## config.mk

```make
export PLATFORM = sky130hd
export DESIGN_NAME = cmp_arbiter
export DESIGN_NICKNAME = d
export VERILOG_FILES = /design/src/rtl/cmp_arbiter.sv
export SDC_FILE = /design/constraint.sdc
export NUM_CORES = 1
export LEC_CHECK = 0
export CORE_UTILIZATION = 49
export CTS_BUF_LIST = sky130_fd_sc_hd__clkbuf_4 sky130_fd_sc_hd__clkbuf_8
export DETAILED_ROUTE_END_ITERATION = 8
export PLACE_DENSITY = 0.79
export SETUP_SLACK_MARGIN = 0.15
export SYNTH_ARGS = -nofsm -noshare
export SYNTH_HDL_FRONTEND = slang
export SYNTH_SLANG_ARGS = --single-unit
```

## constraint.sdc

```tcl
create_clock -name clk -period 2.02 [get_ports clk]
set_clock_uncertainty 0.15 [all_clocks]
set_input_delay 0.202 -clock clk [delete_from_list [all_inputs] [get_ports clk]]
set_output_delay 0.202 -clock clk [all_outputs]
set_load 0.005 [all_outputs]
```

## src/rtl/cmp_arbiter.sv

```systemverilog
// cmp_arbiter: shares one registered magnitude comparator between two
// requesters. A round-robin arbiter picks a requester in IDLE, its operand
// pair is latched, the comparator runs in CMP, and RESULT publishes the
// tagged eq/lt/gt flags. One compare completes every 3 clocks.
module cmp_arbiter #(
    parameter int WIDTH  = 8,
    parameter bit SIGNED = 1'b0
) (
    input  logic             clk,
    input  logic             rst,
    input  logic             req0,
    input  logic [WIDTH-1:0] a0,
    input  logic [WIDTH-1:0] b0,
    output logic             ack0,
    input  logic             req1,
    input  logic [WIDTH-1:0] a1,
    input  logic [WIDTH-1:0] b1,
    output logic             ack1,
    output logic             busy,
    output logic             res_valid,
    output logic             res_id,
    output logic             res_eq,
    output logic             res_lt,
    output logic             res_gt
);

    typedef enum logic [1:0] {
        ST_IDLE   = 2'd0,
        ST_CMP    = 2'd1,
        ST_RESULT = 2'd2
    } state_t;

    state_t           r_state;
    logic [WIDTH-1:0] r_op_a;
    logic [WIDTH-1:0] r_op_b;
    logic             r_cur_id;
    logic             r_last_grant;
    logic             r_eq;
    logic             r_lt;
    logic             r_gt;

    logic             w_any_req;
    logic             w_win_id;
    logic [WIDTH-1:0] w_win_a;
    logic [WIDTH-1:0] w_win_b;
    logic [2:0]       w_flags;

    // Compare two operands; returns one-hot {gt, lt, eq}.
    function automatic logic [2:0] cmp_flags(input logic [WIDTH-1:0] a,
                                             input logic [WIDTH-1:0] b);
        logic lt_v;
        if (SIGNED) begin
            lt_v = ($signed(a) < $signed(b));
        end else begin
            lt_v = (a < b);
        end
        if (a == b) begin
            return 3'b001;
        end else if (lt_v) begin
            return 3'b010;
        end else begin
            return 3'b100;
        end
    endfunction

    // Round-robin winner selection: on contention the requester that did
    // not win last time is granted; a lone requester always wins.
    always_comb begin
        w_any_req = req0 | req1;
        w_win_id  = 1'b0;
        if (req0 && req1) begin
            w_win_id = ~r_last_grant;
        end else if (req0) begin
            w_win_id = 1'b0;
        end else begin
            w_win_id = 1'b1;
        end
        if (w_win_id) begin
            w_win_a = a1;
            w_win_b = b1;
        end else begin
            w_win_a = a0;
            w_win_b = b0;
        end
    end

    assign w_flags = cmp_flags(r_op_a, r_op_b);

    // Sequencer: grant/latch in IDLE, compare in CMP, publish in RESULT.
    always_ff @(posedge clk or negedge rst) begin
        if (!rst) begin
            r_state      <= ST_IDLE;
            r_op_a       <= {WIDTH{1'b0}};
            r_op_b       <= {WIDTH{1'b0}};
            r_cur_id     <= 1'b0;
            r_last_grant <= 1'b1;
            r_eq         <= 1'b0;
            r_lt         <= 1'b0;
            r_gt         <= 1'b0;
            ack0         <= 1'b0;
            ack1         <= 1'b0;
            busy         <= 1'b0;
            res_valid    <= 1'b0;
            res_id       <= 1'b0;
            res_eq       <= 1'b0;
            res_lt       <= 1'b0;
            res_gt       <= 1'b0;
        end else begin
            case (r_state)
                ST_IDLE: begin
                    res_valid <= 1'b0;
                    if (w_any_req) begin
                        r_op_a   <= w_win_a;
                        r_op_b   <= w_win_b;
                        r_cur_id <= w_win_id;
                        ack0     <= ~w_win_id;
                        ack1     <= w_win_id;
                        busy     <= 1'b1;
                        r_state  <= ST_CMP;
                    end else begin
                        ack0    <= 1'b0;
                        ack1    <= 1'b0;
                        busy    <= 1'b0;
                        r_state <= ST_IDLE;
                    end
                end
                ST_CMP: begin
                    ack0    <= 1'b0;
                    ack1    <= 1'b0;
                    busy    <= 1'b1;
                    r_eq    <= w_flags[0];
                    r_lt    <= w_flags[1];
                    r_gt    <= w_flags[2];
                    r_state <= ST_RESULT;
                end
                ST_RESULT: begin
                    ack0         <= 1'b0;
                    ack1         <= 1'b0;
                    busy         <= 1'b0;
                    res_valid    <= 1'b1;
                    res_id       <= r_cur_id;
                    res_eq       <= r_eq;
                    res_lt       <= r_lt;
                    res_gt       <= r_gt;
                    r_last_grant <= r_cur_id;
                    r_state      <= ST_IDLE;
                end
                default: begin
                    ack0      <= 1'b0;
                    ack1      <= 1'b0;
                    busy      <= 1'b0;
                    res_valid <= 1'b0;
                    r_state   <= ST_IDLE;
                end
            endcase
        end
    end

endmodule

```

== Yosys cells after proc, flatten, opt, wreduce, memory -nomap -nowiden ==
Cells that the tools add are included.

* Multiply operators: 0
* Div/mod/pow operators: 0
* Reduce and logical (&&, ||, !) cells: 3
* Multiplexer cells: 15
* Shift-type cells: 0
* $add $sub $neg: 0
* Order comparisons: 1
* Equal/unequal tests: 3
* Bitwise logic cells: 3

{| class="wikitable"
|+ Operators by type and width
! cell !! count
|-
| 8-bit two-way mux || 2
|-
| 8-bit == test || 1
|-
| 8-bit < comparator || 1
|-
| 1-bit two-way mux || 8
|-
| 3-bit two-way mux || 2
|-
| 1-bit one-hot mux with 2 select lines || 2
|-
| 2-bit one-hot mux with 2 select lines || 1
|-
| 2-bit by 1-bit == test with 1-bit output, second input constant || 1
|-
| 2-bit == test, second input constant || 1
|-
| 2-bit zero test || 1
|-
| 1-bit inverter || 2
|-
| 2-bit AND reduction || 1
|-
| 1-bit logical AND || 1
|-
| 1-bit OR || 1
|}

* Input port bits: 36
* Output and inout port bits: 8
* Latch bits: 0
* Logic and storage cells: 41
* Memory bits (read-only): 0
* Memories: 0
* RAM bits: 0
* Register bits after elaboration: 31

== Depth between registers and ports, before layout ==
Gate-level depths: netlist of the first run.

* Word-level depth: 5
* Depth in mapped cells: 6
* Mapped depth without buffers: 6

== Least setup slack after synthesis of the first run ==
OpenSTA, ideal clock, no wires.

* Path kind: register to register
* From: register r_op_a[7]
* To: register r_lt
* Data required time: 1.749 ns
* Cell stages (with the launch flop): 6
* Arrival time: 1.204 ns
* Clock period less this slack: 1.475 ns
* Path slack: 0.545 ns
* Library setup time: 0.121 ns
* Buffers on the path: 0
* Path through: dfrtp_1 ha_1 nand4_1 nor2_1 a31oi_1 a22o_1

* Word-level cells in the longest chain between the ends: 3
* Elaborated cells between the ends (all ways): 4
* Those cells by class: 1 x order compare; 1 x eq/ne; 2 x mux

{| class="wikitable"
|+ Ends and longest elaborated chain
! item !! RTL line !! RTL
|-
| from (decl) || 34 || <nowiki>logic [WIDTH-1:0] r_op_a;</nowiki>
|-
| from (signal assigned) || 93 || <nowiki>r_op_a <= {WIDTH{1'b0}};</nowiki>
|-
| from (signal assigned) || 113 || <nowiki>r_op_a <= w_win_a;</nowiki>
|-
| 8-bit < comparator || 55 || <nowiki>lt_v = (a < b);</nowiki>
|-
| 3-bit two-way mux || 59 || <nowiki>end else if (lt_v) begin</nowiki>
|-
| 3-bit two-way mux * || 57 || <nowiki>if (a == b) begin</nowiki>
|-
| to (signal assigned) || 132 || <nowiki>r_lt <= w_flags[1];</nowiki>
|-
| to (decl) || 39 || <nowiki>logic r_lt;</nowiki>
|}

Every way passes the cells marked *; elsewhere a longest branch is shown, timed or not.
A chain may end at the register's enable or synchronous reset.

== Worst setup path after layout of the first run ==
* From: register r_op_b[5]
* To: register r_lt

* Word-level cells in the longest chain between the ends: 3
* Elaborated cells between the ends (all ways): 4
* Those cells by class: 1 x order compare; 1 x eq/ne; 2 x mux

{| class="wikitable"
|+ Ends and longest elaborated chain
! item !! RTL line !! RTL
|-
| from (decl) || 35 || <nowiki>logic [WIDTH-1:0] r_op_b;</nowiki>
|-
| from (signal assigned) || 94 || <nowiki>r_op_b <= {WIDTH{1'b0}};</nowiki>
|-
| from (signal assigned) || 114 || <nowiki>r_op_b <= w_win_b;</nowiki>
|-
| 8-bit < comparator || 55 ||
|-
| 3-bit two-way mux || 59 ||
|-
| 3-bit two-way mux * || 57 ||
|}

Marks and branches as above.

==> results by group, run 1 <==
Pwr
  • Internal cell power: about 1.8 mW
  • Pwr/cell area: around 1300 nW/um^2
  • Clk pwr share: approximately 15%
  • NetSw: 997 uW
  • Leakage power: a little under 1 nW
  • Peak supply drop: 505 uV
  • Net Sw Frac: a little over a third
  • Flop pwr share: 39.0%
  • Combinational power share: between 40 and 50%
  • Pwr Total: 2.82 mW

Die
  • Num rows: 20
  • Core area: 3030 um^2
  • Initial Util: 51.2%
  • Die width: between 50 and 60 um
  • Total die area: between 3000 and 4000 um^2
  • Io pins: 44
  • Die Y: roughly 58 um

Detailed routing
  • Post-route DRC: 0
  • Drt pass-1 iters: 4
  • ANT nets after route: 0
  • DR iter-0 viols: 25
  • Vias: 1140
  • DRT Wirelength: around 2800 um
  • Wire length per cell: ~12 um
  • Detail-routed via count per cell: around 5

Logic synthesis
  • Post-Syn Nets: around 180
  • Synth top area cells: dfrtp_1 (48%), mux2i_1 (10%), ha_1 (6.5%), a21oi_2 (6.2%), nor2_1 (5.3%)
  • Post-synthesis compound-gate area fraction: 13.1%
  • Synthesis warning total: 0
  • Area leader, netlist: dfrtp_1
  • Syn avg cell area: 11.3 um^2
  • Main combinational cell family by area after synthesis: multiplexers
  • Mapped Cells: ~140
  • Post-synthesis sequential area ratio: 50.1%
  • Xor/xnor share of the synthesized area: 0%
  • Multiplexer share of the synthesized area: between 10% and 20%
  • Synth top area share: between 40 and 50%
  • Post-synthesis register bit count: 31
  • Number of distinct library cells after synthesis: 27
  • Synth Area in Adders: 6.45%
  • Post-Synthesis Cell Area: about 1600 um^2
  • Simple-Gate Fraction of Synth Area: 9.52%

Hold path
  • Worst Hold Class: in -> async

Clock tree
  • Max clock buf depth: 2
  • Insertion delay to the later sink of the worst-skew pair: between 0.3 and 0.4 ns
  • Post_cts resized: 0
  • Hold buffers post-CTS: 0
  • Clock root cell: clkbuf_4
  • Num CTS Buffers: 5
  • Clock sink count: 31
  • H-tree levels: 2
  • CTS tree: done
  • Setup bufs post-CTS: 0
  • Reg clk slew, reported paths: ~0.1 ns

Setup path
  • Reg2reg start: r_op_b[5]$_DFFE_PN0P_
  • CP bufs+invs: 1
  • CP peak stage delay: roughly 0.36 ns
  • Arrival time worst endpoint: roughly 1.7 ns
  • Crit Path Class: reg -> reg
  • WP depth: 6
  • FF-to-FF path depth: 6
  • CP Launch Type: register
  • Critical path's top delay family: flip-flops
  • Slowest cell on crit path: dfrtp_1
  • Worst R2R Setup Slack: 0.39 ns
  • Worst-path maximum fanout: 3
  • R2R Path End: r_lt$_DFFE_PN0N_
  • Critical path capture point type: register
  • Worst EP required: 2.10 ns
  • CP Launch Point: r_op_b[5]$_DFFE_PN0P_
  • CP Capture Point: r_lt$_DFFE_PN0N_
  • Crit-path cells: inv_1 -> ha_1 -> nand4_1 -> nor2_1 -> a31oi_1 -> a22o_1

STA
  • Tcrit/Tclk final: roughly four fifths
  • Final hold vios: 0
  • Rel. slew slack: between 60% and 70%
  • Setup TNS: 0 ns
  • RSZ-0062 raised after global routing: false
  • Worst Max-Slew Pin Slew: a little under 0.5 ns
  • Fmax: just over 600 MHz
  • Slew Viols, Final: 0
  • Time the worst path needs with I/O delays and setup: 1.63 ns
  • Endpoints failing setup: 0

Final layout
  • Commonest non-fill, non-tap cell in the layout: clkdlybuf4s50_1
  • Share of layout cells above drive strength 1: 17.3%
  • Diode count: 0
  • Area grow syn2layout: 34.8%
  • Most frequent cells in the layout: clkdlybuf4s50_1 (43), dfrtp_1 (30), nor2_1 (22), mux2i_1 (16)
  • # nets final: around 230

Job
  • Max capacitance violation total: 0

Global route
  • Global-route usage over all layers: 19.6%
  • First-pass GRT wire length: about 4800 um
  • Global route total overflow: 0
  • Largest net degree at the start of global routing: 37
  • Initial antenna violation count: 0
  • Vias in the first global route: between 1k and 1.5k

Place
  • Number of port buffers: between 40 and 50
  • GP Congestion: around 0.73
  • DP HPWL: between 2000 and 2500 um

Outcome
  • Outcome: finished, final reports clean
## layout make-up
cell class	instances	area, um^2
clock buffers	8	72.6
multi-input cells	89	667
well taps	44	55.1
fillers	244	937
inverters	11	41.3
flip-flops and latches	31	777
repair buffers	46	478
## logic make-up (layout without fill, tap and decap cells)
logic type,after synthesis,after routing
and+or+nand+nor,32,32
DFF,31,31
AOI/OAI and AO/OA,28,28
muxes,21,21
adders and majority gates,8,8
buffers and inverters,17,65
## flip-flops by register name, indices dropped and copies added (netlist names)
| name | count |
|---|---|
| r_op_a | 8 |
| r_op_b | 8 |
| r_state | 2 |
| ack0 | 1 |
| ack1 | 1 |
| busy | 1 |
| r_cur_id | 1 |
| r_eq | 1 |
| r_gt | 1 |
| r_last_grant | 1 |
| r_lt | 1 |
| res_eq | 1 |
| res_gt | 1 |
| res_id | 1 |
| res_lt | 1 |
| res_valid | 1 |
## metrics by stage
stage,setup WS (ns),std cells,utilization (%),instance area [um^2],hold WS [ns]
after floorplan,0.545,137,-,1550,-0.244
after global placement,0.358,221,66.7,2020,0.308
after detailed placement,0.312,221,66.7,2020,0.328
after CTS,0.399,229,69.0,2090,0.0852
after global routing,0.257,229,69.0,2090,0.122
final,0.390,229,69.0,2090,0.102
## per-layer routing
layer / track usage, % / vias up / part of all wire [%] / wire length, um
li1: - / 561 / - / -
met1: 22.3 / 540 / 40 / 1130
met2: 33.7 / 35 / 53 / 1500
met3: 6.92 / 4 / 5.2 / 147
met4: 7.82 / 0 / 1.3 / 36
met5: 0 / - / 0 / 0
## power by group through the flow
stage / clock (mW) / combinational (mW) / sequential, mW
CTS: 0.444 / 1.31 / 1.10
detailed placement: 0 / 1.30 / 1.11
global route: 0.470 / 1.46 / 1.13
global placement: 0 / 1.24 / 1.10
finish: 0.426 / 1.29 / 1.10
floorplan: 0 / 0.919 / 1.08
## worst register-to-register path: stages (launching register included)
cell     delay [ns]
dfrtp_1        0.36
inv_1          0.05
ha_1           0.30
nand4_1        0.12
nor2_1         0.22
a31oi_1        0.14
a22o_1         0.19
## how the worst min path moves through the flow
stage,slack [ns],end,start
after floorplan,-0.24,ack0$_DFF_PN0_,rst
after global placement,0.31,res_valid$_DFFE_PN0P_,res_valid$_DFFE_PN0P_
after detailed placement,0.33,r_gt$_DFFE_PN0N_,r_gt$_DFFE_PN0N_
after CTS,0.09,r_op_b[7]$_DFFE_PN0P_,rst
after global routing,0.12,res_gt$_DFFE_PN0P_,rst
final,0.10,r_op_a[1]$_DFFE_PN0P_,rst
## synth_stat cells (all sizes together)
cell type and number:
o221ai 1, ha 8, nand2b 2, nor3 2
a31o 1, dfrtp 30, a31oi 1, nor2b 1
nor2 22, and2 1, a22o 1, mux2 5
nand4 1, nand2 3, buf 6, mux2i 16
a21o 2, a21oi 20, inv 11, o21ai 2
dfstp 1
Power figures use the tool's default switching activity.
==> inputs of run 2 (changes only) <==
--- a/config.mk
+++ b/config.mk
@@ -5,10 +5,10 @@
 export SDC_FILE = /design/constraint.sdc
 export NUM_CORES = 1
 export LEC_CHECK = 0
-export CORE_UTILIZATION = 49
+export CORE_UTILIZATION = 44
 export CTS_BUF_LIST = sky130_fd_sc_hd__clkbuf_4 sky130_fd_sc_hd__clkbuf_8
 export DETAILED_ROUTE_END_ITERATION = 8
-export PLACE_DENSITY = 0.79
+export PLACE_DENSITY = 0.75
 export SETUP_SLACK_MARGIN = 0.15
 export SYNTH_ARGS = -nofsm -noshare
 export SYNTH_HDL_FRONTEND = slang
==> constraint.sdc (replaced) <==
create_clock -name clk -period 1.3 [get_ports clk]
set_clock_uncertainty 0.15 [all_clocks]
set_input_delay 0.13 -clock clk [delete_from_list [all_inputs] [get_ports clk]]
set_output_delay 0.13 -clock clk [all_outputs]
set_load 0.005 [all_outputs]
==> run 2 against run 1 <==
  * The run now ends with negative setup slack left
  * Wire length increased by 33%
  * Sequential power increased by 62%
  * Non-clock buffer count increased by 30
  * Critical path type unchanged
  * Largest cell class is now multi-input gates
==> results by group, run 2 (synthesis results as in run 1) <==
STA
  • Final hold vios: 0
  • Slew Viols, Final: 0
  • Min setup slack post-route: -0.353 ns
  • Tcrit/Tclk final: 127%
  • Time the worst path needs with I/O delays and setup: 1.65 ns
  • Rel. slew slack: 82.0%
  • Fmax: 605 MHz
  • Fin Hold WS: between 0.02 and 0.025 ns
  • RSZ-0062 raised after global routing: true
  • Worst Max-Slew Pin Slew: 0.270 ns
  • Endpoints failing setup: 26

Final layout
  • Diode count: 0
  • Area grow syn2layout: 63.9%
  • Commonest non-fill, non-tap cell in the layout: clkdlybuf4s50_1
  • Regs by FF count: r_op_a x8, r_op_b x8, r_state x2
  • Fin cells: 261
  • Share of layout cells above drive strength 1: a little under half
  • # fillers: ~250
  • Most frequent cells in the layout: clkdlybuf4s50_1 (35), dfrtp_1 (29), a21oi_2 (17), nor2_1 (15), buf_4 (15)
  • # nets final: roughly 260

Detailed routing
  • DR iter-0 viols: just over 40
  • ANT nets after route: 0
  • Drt pass-1 iters: 4
  • Detail-routed via count per cell: between 4 and 5
  • Wire length per cell: ~14 um
  • DRT Wirelength: 3740 um
  • Vias: about 1.3k
  • Post-route DRC: 0

Clock tree
  • Reg clk slew, reported paths: 0.10 ns
  • Max clock buf depth: 2
  • Clock root cell: clkbuf_4
  • Clock sink count: 31
  • Num CTS Buffers: 5
  • CTS tree: done
  • Insertion delay to the later sink of the worst-skew pair: about 0.34 ns
  • H-tree levels: 2

Setup path
  • Critical path capture point type: register
  • Worst-path maximum fanout: 2
  • Crit Path Class: reg -> reg
  • Arrival time worst endpoint: between 1.5 and 2 ns
  • Worst EP required: 1.39 ns
  • Reg2reg start: r_op_b[4]$_DFFE_PN0P_
  • CP Launch Type: register
  • CP Launch Point: r_op_b[4]$_DFFE_PN0P_

Global route
  • Global-route usage over all layers: between 20% and 30%
  • First-pass GRT wire length: a little under 6000 um
  • Global route total overflow: 0
  • Initial antenna violation count: 0
  • Vias in the first global route: 1319
  • Largest net degree at the start of global routing: 29

Hold path
  • Worst Hold Class: in -> async

Place
  • DP Cell Count: around 230
  • Number of port buffers: 43
  • DP HPWL: about 2300 um
  • GP Congestion: about 0.77

Die
  • Num rows: 21
  • Total die area: approximately 3800 um^2
  • Die Y: about 61 um
  • Initial Util: between 40% and 50%
  • Io pins: between 40 and 50
  • Core area: 3360 um^2
  • Die width: between 60 and 70 um

Pwr
  • Peak supply drop: slightly below 1000 uV
  • Leakage power: ~1.2 nW
  • Pwr Total: slightly below 6 mW
  • Pwr/cell area: 2290 nW/um^2

Outcome
  • Outcome: finished with violations
  • Failing checks: negative setup slack

Job
  • Max capacitance violation total: 0
==> run 2: cell count changes in the layout (fill, tap and decap cells not counted), moves of 7 or more <==
cell | previous run | this run
a21oi_1 | 9 | 2
clkdlybuf4s50_1 | 43 | 35
buf_6 | 0 | 11
buf_2 | 0 | 8
buf_4 | 1 | 15
nor2_1 | 22 | 15
==> run 2: path summary, 6_finish.rpt <==
path | slack (ns) | depth (start not counted) | to
setup / recovery | -0.35 | 6 | r_lt$_DFFE_PN0N_
hold / removal | 0.02 | 2 | r_op_a[1]$_DFFE_PN0P_
setup reg to reg | -0.35 | 6 | r_lt$_DFFE_PN0N_
hold reg to reg | 0.37 | 1 | r_lt$_DFFE_PN0N_
max in group asynchronous | 0.40 | 2 | res_gt$_DFFE_PN0P_
min in group clk | 0.29 | 3 | r_op_a[2]$_DFFE_PN0P_
==> run 2: layout make-up <==
type                    count  area, um^2  share of cell area [%]
clock buffers               7        52.6                    2.07
clock inverters             1        5.00                   0.197
inverters                  11        41.3                    1.62
multi-input cells          89         828                    32.6
flip-flops and latches     31         778                    30.6
well taps                  46        57.6                    2.26
repair buffers             76         779                    30.7
==> run 2: worst max-delay path: stages, from the launching register on <==
cell and delay, ns:
dfrtp_1 0.37, inv_1 0.05, ha_1 0.28, nand4_1 0.14, o221ai_1 0.28, a21oi_2 0.07
a22o_1 0.20
==> run 2: per-stage QoR <==
stage	area (um^2)	worst slack [ns]	setup TNS, ns	utilization [%]
3_3_place_gp	2190	-0.341	-6.35	65.0
6_report	2540	-0.353	-2.44	75.6
5_1_grt	2540	-0.419	-3.91	75.6
3_5_place_dp	2190	-0.366	-6.91	65.0
4_1_cts	2490	-0.288	-1.88	73.9
2_1_floorplan	1630	-0.160	-0.622	-
==> run 2: power breakdown <==
part | internal (mW) | total, mW | switching [mW]
clock | 0.252 | 0.587 | 0.335
combinational | 1.99 | 3.46 | 1.47
sequential | 1.44 | 1.78 | 0.340
==> run 2: what timing repair did <==
item | 4_1_cts | 5_1_grt
hold buffers | 1 | 0
resized for setup | 54 | 11
pin swaps | 10 | 5
setup buffers | 11 | 3
endpoints found under the setup margin | 37 | 37
gates cloned | 4 | 0
endpoints found under the hold margin | 3 | 0
==> run 2: routing by layer <==
| metal | GRT usage, % | share of wire, % | wire (um) | up-vias |
|---|---|---|---|---|
| li1 | - | - | - | 622 |
| met1 | 22.2 | 36 | 1340 | 639 |
| met2 | 43.5 | 59 | 2190 | 30 |
| met3 | 5.25 | 3.7 | 139 | 8 |
| met4 | 10.8 | 1.7 | 65 | 0 |
| met5 | 0 | 0 | 0 | - |
